[src/rtl/fp_pack.sv]
// fp_pack: multi-cycle IEEE-754 binary32 result packer.
//
// Takes an unnormalized sign/exponent/mantissa triple (or a special-case flag) from the
// arithmetic core, normalizes one bit per cycle, rounds to nearest-even and emits a packed
// float together with a one-cycle done pulse.
//
// Ports:
//   clk        in   1   clock, rising edge
//   rst        in   1   asynchronous active-low reset
//   en         in   1   start strobe, sampled only while busy is low
//   flag       in   2   00 normal, 01 zero, 10 infinity, 11 NaN
//   sign       in   1   result sign
//   exp_in     in  10   signed two's-complement biased exponent
//   mant_in    in  28   value = mant_in / 2^26; [27] 2's place, [26] hidden, [25:3] fraction,
//                       [2] guard, [1] round, [0] sticky
//   result     out 32   packed float, held until the next done
//   done       out  1   one-cycle pulse, result valid
//   busy       out  1   operation in progress
//   overflow   out  1   result rounded to infinity (updated with result)
//   underflow  out  1   nonzero input gave a subnormal or zero (updated with result)
module fp_pack (
  input  logic        clk,
  input  logic        rst,
  input  logic        en,
  input  logic [1:0]  flag,
  input  logic        sign,
  input  logic [9:0]  exp_in,
  input  logic [27:0] mant_in,
  output logic [31:0] result,
  output logic        done,
  output logic        busy,
  output logic        overflow,
  output logic        underflow
);

  typedef enum logic [1:0] {StIdle, StNorm, StRound} state_e;

  localparam logic [1:0] FlagNormal = 2'b00;
  localparam logic [1:0] FlagZero   = 2'b01;
  localparam logic [1:0] FlagInf    = 2'b10;
  localparam logic [1:0] FlagNan    = 2'b11;

  // Internal exponent is two bits wider than exp_in so the +1 from a 2's-place shift and
  // the +1 from a rounding carry can never wrap.
  localparam logic signed [11:0] ExpFlushLimit = -12'sd24;
  localparam logic signed [11:0] ExpZero       = 12'sd0;
  localparam logic signed [11:0] ExpOne        = 12'sd1;
  localparam logic signed [11:0] ExpMax        = 12'sd255;

  localparam logic [31:0] QuietNan = 32'h7FC0_0000;

  state_e             state_q, state_d;
  logic               sign_q, sign_d;
  logic [1:0]         flag_q, flag_d;
  logic signed [11:0] exp_q, exp_d;
  logic [27:0]        mant_q, mant_d;
  logic [31:0]        result_q, result_d;
  logic               done_q, done_d;
  logic               ovf_q, ovf_d;
  logic               unf_q, unf_d;

  // Shift helpers; the right shift folds the dropped bit into sticky.
  logic [27:0] mant_shr;
  logic [27:0] mant_shl;

  // Rounding path, only consumed in StRound.
  logic               round_up;
  logic [24:0]        sum_hi;
  logic               carry;
  logic               hidden_rnd;
  logic [22:0]        frac_rnd;
  logic signed [11:0] exp_rnd;
  logic [7:0]         exp_field;
  logic               rnd_ovf;

  assign mant_shr = {1'b0, mant_q[27:2], mant_q[1] | mant_q[0]};
  assign mant_shl = {mant_q[26:0], 1'b0};

  // Round-to-nearest-even on guard/round/sticky, incrementing at the fraction LSB.
  assign round_up = mant_q[2] & (mant_q[1] | mant_q[0] | mant_q[3]);
  assign sum_hi   = mant_q[27:3] + {24'd0, round_up};
  assign carry    = sum_hi[24];

  // A carry out of the hidden bit renormalizes by one; the fraction is then all zeros.
  always_comb begin
    hidden_rnd = sum_hi[23];
    frac_rnd   = sum_hi[22:0];
    exp_rnd    = exp_q;
    if (carry) begin
      hidden_rnd = sum_hi[24];
      frac_rnd   = sum_hi[23:1];
      exp_rnd    = exp_q + 12'sd1;
    end
  end

  assign rnd_ovf   = (exp_rnd >= ExpMax);
  assign exp_field = hidden_rnd ? exp_rnd[7:0] : 8'd0;

  always_comb begin
    state_d  = state_q;
    sign_d   = sign_q;
    flag_d   = flag_q;
    exp_d    = exp_q;
    mant_d   = mant_q;
    result_d = result_q;
    ovf_d    = ovf_q;
    unf_d    = unf_q;
    done_d   = 1'b0;

    case (state_q)
      StIdle: begin
        if (en) begin
          sign_d  = sign;
          flag_d  = flag;
          exp_d   = {{2{exp_in[9]}}, exp_in};
          mant_d  = mant_in;
          state_d = StNorm;
        end
      end

      StNorm: begin
        if (flag_q != FlagNormal) begin
          unique case (flag_q)
            FlagZero:   result_d = {sign_q, 31'd0};
            FlagInf:    result_d = {sign_q, 8'hFF, 23'd0};
            FlagNan:    result_d = QuietNan;
            FlagNormal: result_d = {sign_q, 31'd0};
          endcase
          ovf_d   = 1'b0;
          unf_d   = 1'b0;
          done_d  = 1'b1;
          state_d = StIdle;
        end else if (mant_q == 28'd0) begin
          result_d = {sign_q, 31'd0};
          ovf_d    = 1'b0;
          unf_d    = 1'b0;
          done_d   = 1'b1;
          state_d  = StIdle;
        end else if (exp_q < ExpFlushLimit) begin
          // Too small to reach even half of the smallest subnormal: flush to zero.
          result_d = {sign_q, 31'd0};
          ovf_d    = 1'b0;
          unf_d    = 1'b1;
          done_d   = 1'b1;
          state_d  = StIdle;
        end else if (mant_q[27] || (exp_q <= ExpZero)) begin
          // Either a 2's-place bit or a denormalizing shift toward exponent 1.
          mant_d = mant_shr;
          exp_d  = exp_q + 12'sd1;
        end else if (!mant_q[26] && (exp_q > ExpOne)) begin
          mant_d = mant_shl;
          exp_d  = exp_q - 12'sd1;
        end else begin
          // Normalized, or parked at exponent 1 as a subnormal.
          state_d = StRound;
        end
      end

      StRound: begin
        if (rnd_ovf) begin
          result_d = {sign_q, 8'hFF, 23'd0};
          ovf_d    = 1'b1;
          unf_d    = 1'b0;
        end else begin
          result_d = {sign_q, exp_field, frac_rnd};
          ovf_d    = 1'b0;
          unf_d    = (exp_field == 8'd0);
        end
        done_d  = 1'b1;
        state_d = StIdle;
      end

      default: state_d = StIdle;
    endcase
  end

  always_ff @(posedge clk or negedge rst) begin
    if (!rst) begin
      state_q  <= StIdle;
      sign_q   <= 1'b0;
      flag_q   <= 2'b00;
      exp_q    <= 12'sd0;
      mant_q   <= 28'd0;
      result_q <= 32'd0;
      done_q   <= 1'b0;
      ovf_q    <= 1'b0;
      unf_q    <= 1'b0;
    end else begin
      state_q  <= state_d;
      sign_q   <= sign_d;
      flag_q   <= flag_d;
      exp_q    <= exp_d;
      mant_q   <= mant_d;
      result_q <= result_d;
      done_q   <= done_d;
      ovf_q    <= ovf_d;
      unf_q    <= unf_d;
    end
  end

  assign result    = result_q;
  assign done      = done_q;
  assign busy      = (state_q != StIdle);
  assign overflow  = ovf_q;
  assign underflow = unf_q;

endmodule

[config.mk]
export PLATFORM = sky130hd
export DESIGN_NAME = fp_pack
export DESIGN_NICKNAME = d
export VERILOG_FILES = /design/src/rtl/fp_pack.sv
export SDC_FILE = /design/constraint.sdc
export NUM_CORES = 1
export LEC_CHECK = 0
export ABC_AREA = 1
export CORE_ASPECT_RATIO = 0.8
export CORE_UTILIZATION = 34
export DETAILED_ROUTE_END_ITERATION = 7
export PLACE_DENSITY_LB_ADDON = 0.08
export SYNTH_ARGS = -nofsm -noshare
export SYNTH_HDL_FRONTEND = slang
export SYNTH_SLANG_ARGS = --single-unit
[constraint.sdc]
create_clock -name clk -period 2.5 [get_ports clk]
set_input_delay 0.75 -clock clk [delete_from_list [all_inputs] [get_ports clk]]
set_output_delay 0.75 -clock clk [all_outputs]
set_load 0.01 [all_outputs]
==> run metrics, run 1 <==
Worst Path Arrival=2.64 ns; worst endpoint required time=2.74 ns; Internal Power=4.84 mW; Via Count=5370; Area growth, synth to finish=32.0%; # fillers=1554; Max Clock Freq=416 MHz; min cycle time layout=2.41 ns; top cell type's share of synthesized area=0.368; drt pass-1 iters=5; status=finished, final reports clean; antenna-violating nets left=0; switch share=0.484; Via density=roughly 5; GRT overflow=0; fin crit share=0.962; RR Endpoint=result[24]; Die Area=roughly 0.017 sq mm; Root Driver=clkbuf_16; TritonCTS clock tree=yes; Setup WS pre-CTS=-0.0175 ns; Final WS setup=about 0.094 ns; Die Y=approximately 120 microns; # hold bufs at CTS=0; DRT iter0 DRCs=470; flop-to-flop setup slack=approximately 0.094 ns; Post-Synthesis Cells=758; cts bufs inserted=9; Startpoint Class=flop; placed cell area=0.00666 sq mm; Total GRT Usage=0.200; RSZ-0062 raised after global routing=yes; Synth area leader=dfrtp_1; sequential share of power=0.240; antenna violations before repair=0; number of max-cap violations=0; initial core utilization=0.356; Setup crit end kind=flop; Port-buffer cells=79; synthesized area=0.00545 sq mm; largest family of logic cells by synthesized area=simple AND/OR/NAND/NOR gates; Seq/Total Area, Yosys=0.368; Worst Skew=just over 0.008 ns; layout cells sized above 1=0.147; number of global-route vias before repair=4772; syn_area_per_cell=7.18 sq um; setup TNS=0 ns; VDD IR max=0.656 mV; Worst Max-Slew Pin Slew=0.481 ns; Die Wd=about 140 microns; Worst slew margin=0.679; WL final=between 15000 and 20000 microns; antenna fix cells=0; CP Max Fanout=14; Yosys warnings=0; max-slew violations=0; global-route wire length before repair=25400 microns; largest net degree at the start of global routing=60; RR Startpoint=exp_q[6]; pwr/cell area=roughly 1300 mW/mm^2; syn nets=810; Clock Sinks=80; core area=0.0153 sq mm; Sw Pwr=approximately 4.5 mW; Seq cells post-synth=80; clock network power share=0.153; Synth Area in Compound Gates=0.179; clk_lat worst skew=approximately 0.35 ns; boundary pin count=80; Post-Synth XOR/XNOR Area=0.0450; clk slew on worst S/H paths=~0.06 ns; final instance area=0.00719 sq mm; critical path class=reg2reg; CTS H-tree depth=3; gpl congestion=0.904; Hold Vio Cnt, Final=0; largest cells by area after synthesis=dfrtp_1 37%, nand2_1 18%, o21ai_0 7.2%; mux cell area share after synthesis=0.00414; row cnt=40; Setup-failing EPs final=0; Residual DRC=0; simple-gate area share of the yosys netlist=0.309; clock buffer depth=2; synth unique cells=39; Nets=about 900; hold crit path type=in2async; combinational fraction of design power=0.606; hpwl dp=between 10000 and 15000 microns; post-DR wirelength/cell=around 15 microns; R2R depth=12; Pleak=3.20 nW; Post-Synth Adder-Cell Area=0.0184
## stage by stage
step	hold WS, ns	utilization	power, mW	std cells
2_1_floorplan	0.436	-	5.74	758
3_3_place_gp	0.461	0.435	7.59	1051
3_5_place_dp	0.466	0.435	7.65	1051
4_1_cts	0.361	0.456	9.13	1067
5_1_grt	0.379	0.469	10.2	1075
6_report	0.348	0.469	9.38	1075
## power groups by stage
| stage | logic (mW) | registers (mW) | clock network, mW |
|---|---|---|---|
| after global routing | 6.35 | 2.32 | 1.54 |
| after CTS | 5.41 | 2.24 | 1.48 |
| after floorplan | 3.55 | 2.19 | 0 |
| after detailed placement | 5.39 | 2.26 | 0 |
| final | 5.68 | 2.26 | 1.44 |
| after global placement | 5.34 | 2.25 | 0 |
## cell usage in the layout, fill, tap and decap left out, drive strengths merged, types with 3 or more instances in the layout
cell type and instances:
nand2 271, inv 63, nor2 53, o21a 3, clkbuf 13, o221ai 26
clkinv 3, a21oi 13, o211ai 4, nand4 9, ha 8, clkdlybuf4s50 77
xor2 27, nor3 11, buf 46, nand3 39, o21ai 99, dfrtp 80
## registers in the layout, summed over array words and instances, names as in the netlist
name	flops
underflow	1
state_q	2
done	1
sign_q	1
result	32
exp_q	12
overflow	1
mant_q	28
flag_q	2
## per-layer routing
layer	GRT usage	wire length, microns
met5	0	0
met4	0.0433	196
met3	0.0454	1170
met2	0.270	6550
met1	0.317	8490
## Yosys cell counts
library cell and number:
xnor2_1 1, xor2_1 27, ha_1 8, nor3_1 9, inv_2 3, nand3_1 29, o221ai_1 26, nand2_1 263
o22ai_1 2, inv_1 59, or2_1 1, a211oi_1 2, buf_6 3, nand2_2 6, nand3b_1 1, o211ai_1 4
buf_2 13, a31oi_1 2, clkinv_1 1, o21ai_0 78, o21a_1 3, buf_8 1, nor2_2 3, clkbuf_1 19
a21oi_1 12, o21ai_2 21, nand3_4 2, nor4_1 2, nand4_1 9, mux2_2 2, nor2_4 1, nor2_1 49
nand3_2 8, nor3_2 2, a211o_1 1, and2_1 2, a21oi_2 1, nand2_4 2, dfrtp_1 80
## cell families (layout without fill, tap and decap cells)
| kind of cell | Yosys count | in the layout |
|---|---|---|
| muxes | 2 | 2 |
| buffers and inverters | 99 | 206 |
| AOI/OAI and AO/OA | 152 | 152 |
| DFF | 80 | 80 |
| xor gates and xnor gates | 28 | 28 |
| adders and majority gates | 8 | 8 |
| and+or+nand+nor | 389 | 389 |
## cell type report
class	count	area, sq um	area share
Clock buffer	10	229	0.0319
Clock inverter	6	93.8	0.0131
Inverter	63	239	0.0332
Multi-Input combinational cell	579	3100	0.431
Sequential cell	80	2000	0.279
Tap cell	210	263	0.0366
Timing Repair Buffer	127	1260	0.175
## timing repair
item                       4_1_cts  5_1_grt
gates resized for setup          1       21
buffers inserted                 0        4
pin swaps                        0        6
cloned                           0        4
setup endpoints to repair        2       71
## how the worst max path moves through the flow
stage               start         end  slack (ns)  depth (start not counted)
3_3_place_gp    mant_q[2]   result[1]        0.06                         19
3_5_place_dp    mant_q[3]   result[0]       -0.02                         19
5_1_grt          exp_q[0]   result[0]       -0.03                         12
2_1_floorplan   mant_q[3]   result[4]        0.19                         21
6_report         exp_q[6]  result[24]        0.09                         12
4_1_cts        state_q[0]        busy        0.03                          4
## critical path, stage by stage, from the launching register on
cell	delay, ns
dfrtp_1	0.53
nand2_1	0.12
nor2_1	0.18
nand3_1	0.13
o21ai_0	0.30
o21a_1	0.21
nand3_1	0.12
nand2_1	0.15
buf_4	0.22
a21oi_1	0.06
buf_4	0.16
nand2_1	0.06
nand2_1	0.06
Note: power is estimated with default switching activity, not from simulation.
==> inputs of run 2 (changes only) <==
Settings changed: CELL_PAD_IN_SITES_DETAIL_PLACEMENT set to 0, CELL_PAD_IN_SITES_GLOBAL_PLACEMENT set to 1.
==> run 2 against run 1 <==
  * Sequential power about the same
  * Critical path type unchanged
  * Critical path depth rose by 8
  * Critical endpoint is now result[12]
  * First-iteration DRC count is 19% lower
  * Via count shrank 2.9%
  * Largest cell class unchanged
  * Utilization decreased by 0.074 points
  * Highest routed layer unchanged
  * Wire length is 0.64% lower
==> run metrics, run 2 (synthesis gave the netlist of run 1 again) <==
antenna fix cells=0 (unchanged); post-DR wirelength/cell=15.1 microns (-0.82%); Die Area=0.0165 sq mm (unchanged); WHS=0.354 ns (+0.00553 ns); max-slew violations=0 (unchanged); critical path class=reg2reg; Hold Vio Cnt, Final=0 (unchanged); worst endpoint required time=2.74 ns (about the same); most frequent cells in the layout=260 x nand2_1, 79 x dfrtp_1, 77 x clkdlybuf4s50_1; most common cell after layout, fill and taps aside=nand2_1; placed cell area=0.00670 sq mm (+0.53%); cts bufs inserted=9 (unchanged); drt pass-1 iters=5 (unchanged); boundary pin count=80 (unchanged); flop-to-flop setup slack=0.15 ns (+0.05 ns); Core Util, Final=0.469 (-0.000736); core area=0.0153 sq mm (unchanged); min cycle time layout=2.35 ns (-0.0542 ns); global-route wire length before repair=26000 microns (+2.3%); Pleak=3.19 nW (-0.52%); clk_lat worst skew=0.35 ns (about the same); gpl congestion=0.887 (-1.9%); layout cells sized above 1=0.155 (+0.00774); Startpoint Class=flop; Worst Max-Slew Pin Slew=0.516 ns (+0.0342 ns); Area growth, synth to finish=31.8%; Via Count=5212 (-2.9%); DRT iter0 DRCs=381 (-19%); # hold bufs at CTS=0 (unchanged); final instance area=0.00718 sq mm (-0.16%); Residual DRC=0 (unchanged); WL final=16300 microns (-0.64%); Largest register FFs=32 (unchanged); status=finished, final reports clean; GRT overflow=0 (unchanged); setup TNS=0 ns (unchanged); Die Wd=143 microns (unchanged); Worst slew margin=0.654 (-0.0255); clock buffer depth=2 (unchanged); Setup-failing EPs final=0 (unchanged); hpwl dp=12400 microns (+1.9%); fin crit share=0.941 (-0.0217); antenna-violating nets left=0 (unchanged); Total GRT Usage=0.207 (+0.00698); VDD IR max=0.458 mV (-30%); row cnt=40 (unchanged); Root Driver=clkbuf_16; CTS H-tree depth=3 (unchanged); initial core utilization=0.356 (unchanged); Nets=914 (+0.22%); TritonCTS clock tree=yes; pwr/cell area=1290 mW/mm^2 (-1.3%); hold crit path type=in2async; number of global-route vias before repair=4835 (+1.3%); CP Max Fanout=8 (-6); Worst Skew=0.00706 ns (-0.00107 ns); largest net degree at the start of global routing=46 (-23%); clk slew on worst S/H paths=0.06 ns (about the same); number of max-cap violations=0 (unchanged); Port-buffer cells=79 (unchanged); Die Y=115 microns (unchanged); Via density=4.84 (-3.1%); Setup crit end kind=flop; Worst Path Arrival=2.59 ns (-0.05 ns); # fillers=1624 (+4.5%); Max Clock Freq=425 MHz (+2.3%); Clock Sinks=80 (unchanged); antenna violations before repair=0 (unchanged)
run 2: layout make-up:
class	instances	area (sq um)	share of cell area
Sequential cell	80	2000	0.279
Multi-Input combinational cell	579	3100	0.431
Inverter	63	241	0.0336
Tap cell	210	263	0.0366
Clock inverter	7	76.3	0.0106
Clock buffer	9	225	0.0314
Timing Repair Buffer	129	1270	0.177
run 2: stage by stage:
stage                     power [mW]  instances  setup WS, ns
after global placement          7.67       1054        0.0692
after detailed placement        7.73       1054        0.0234
after global routing            10.1       1077       -0.0476
final                           9.24       1077         0.148
after floorplan                 5.74        758         0.192
after CTS                       9.15       1070       0.00158
run 2: path summary, 6_finish.rpt:
kind	from	end	depth (start not counted)
setup / recovery	mant_q[2]	result[12]	20
hold / removal	rst	result[9]	1
setup reg to reg	mant_q[2]	result[12]	20
hold reg to reg	overflow	overflow	2
max in group asynchronous	rst	exp_q[3]	2
min in group clk	overflow	overflow	2
run 2: worst max-delay path: stages (launching register included):
cell	delay, ns
dfrtp_1	0.34
nand2_1	0.07
inv_1	0.07
ha_2	0.18
nand2_1	0.08
nor2_2	0.15
nand2_2	0.09
inv_4	0.09
nand2_2	0.07
nand2_4	0.08
buf_6	0.12
nand3b_1	0.09
nand2_2	0.09
nand2_1	0.05
nor2_1	0.09
nand2_1	0.07
nand2_2	0.08
nand2_4	0.08
nand2_8	0.12
clkbuf_16	0.16
o21ai_2	0.05
run 2: per-layer routing:
metal | global-route usage | vias up | part of all wire
met4 | 0.0511 | 0 | 0.0094
met1 | 0.330 | 2389 | 0.55
met2 | 0.281 | 113 | 0.40
met3 | 0.0387 | 11 | 0.043
met5 | 0 | - | 0
li1 | - | 2699 | -
run 2: power breakdown:
group,switching (mW),internal (mW)
Sequential,0.438,1.80
Combinational,3.50,2.13
Clock,0.591,0.783
run 2: what timing repair did:
item | CTS | global route
setup endpoints to repair | 0 | 68
resized for setup | 0 | 25
buffers inserted | 0 | 4
==> inputs of run 3 (changes only) <==
Settings changed: CTS_BUF_LIST set to sky130_fd_sc_hd__clkbuf_8 sky130_fd_sc_hd__clkbuf_16.
==> results of run 3 <==
The final DEF is identical to that of run 2; final timing and power are the same.
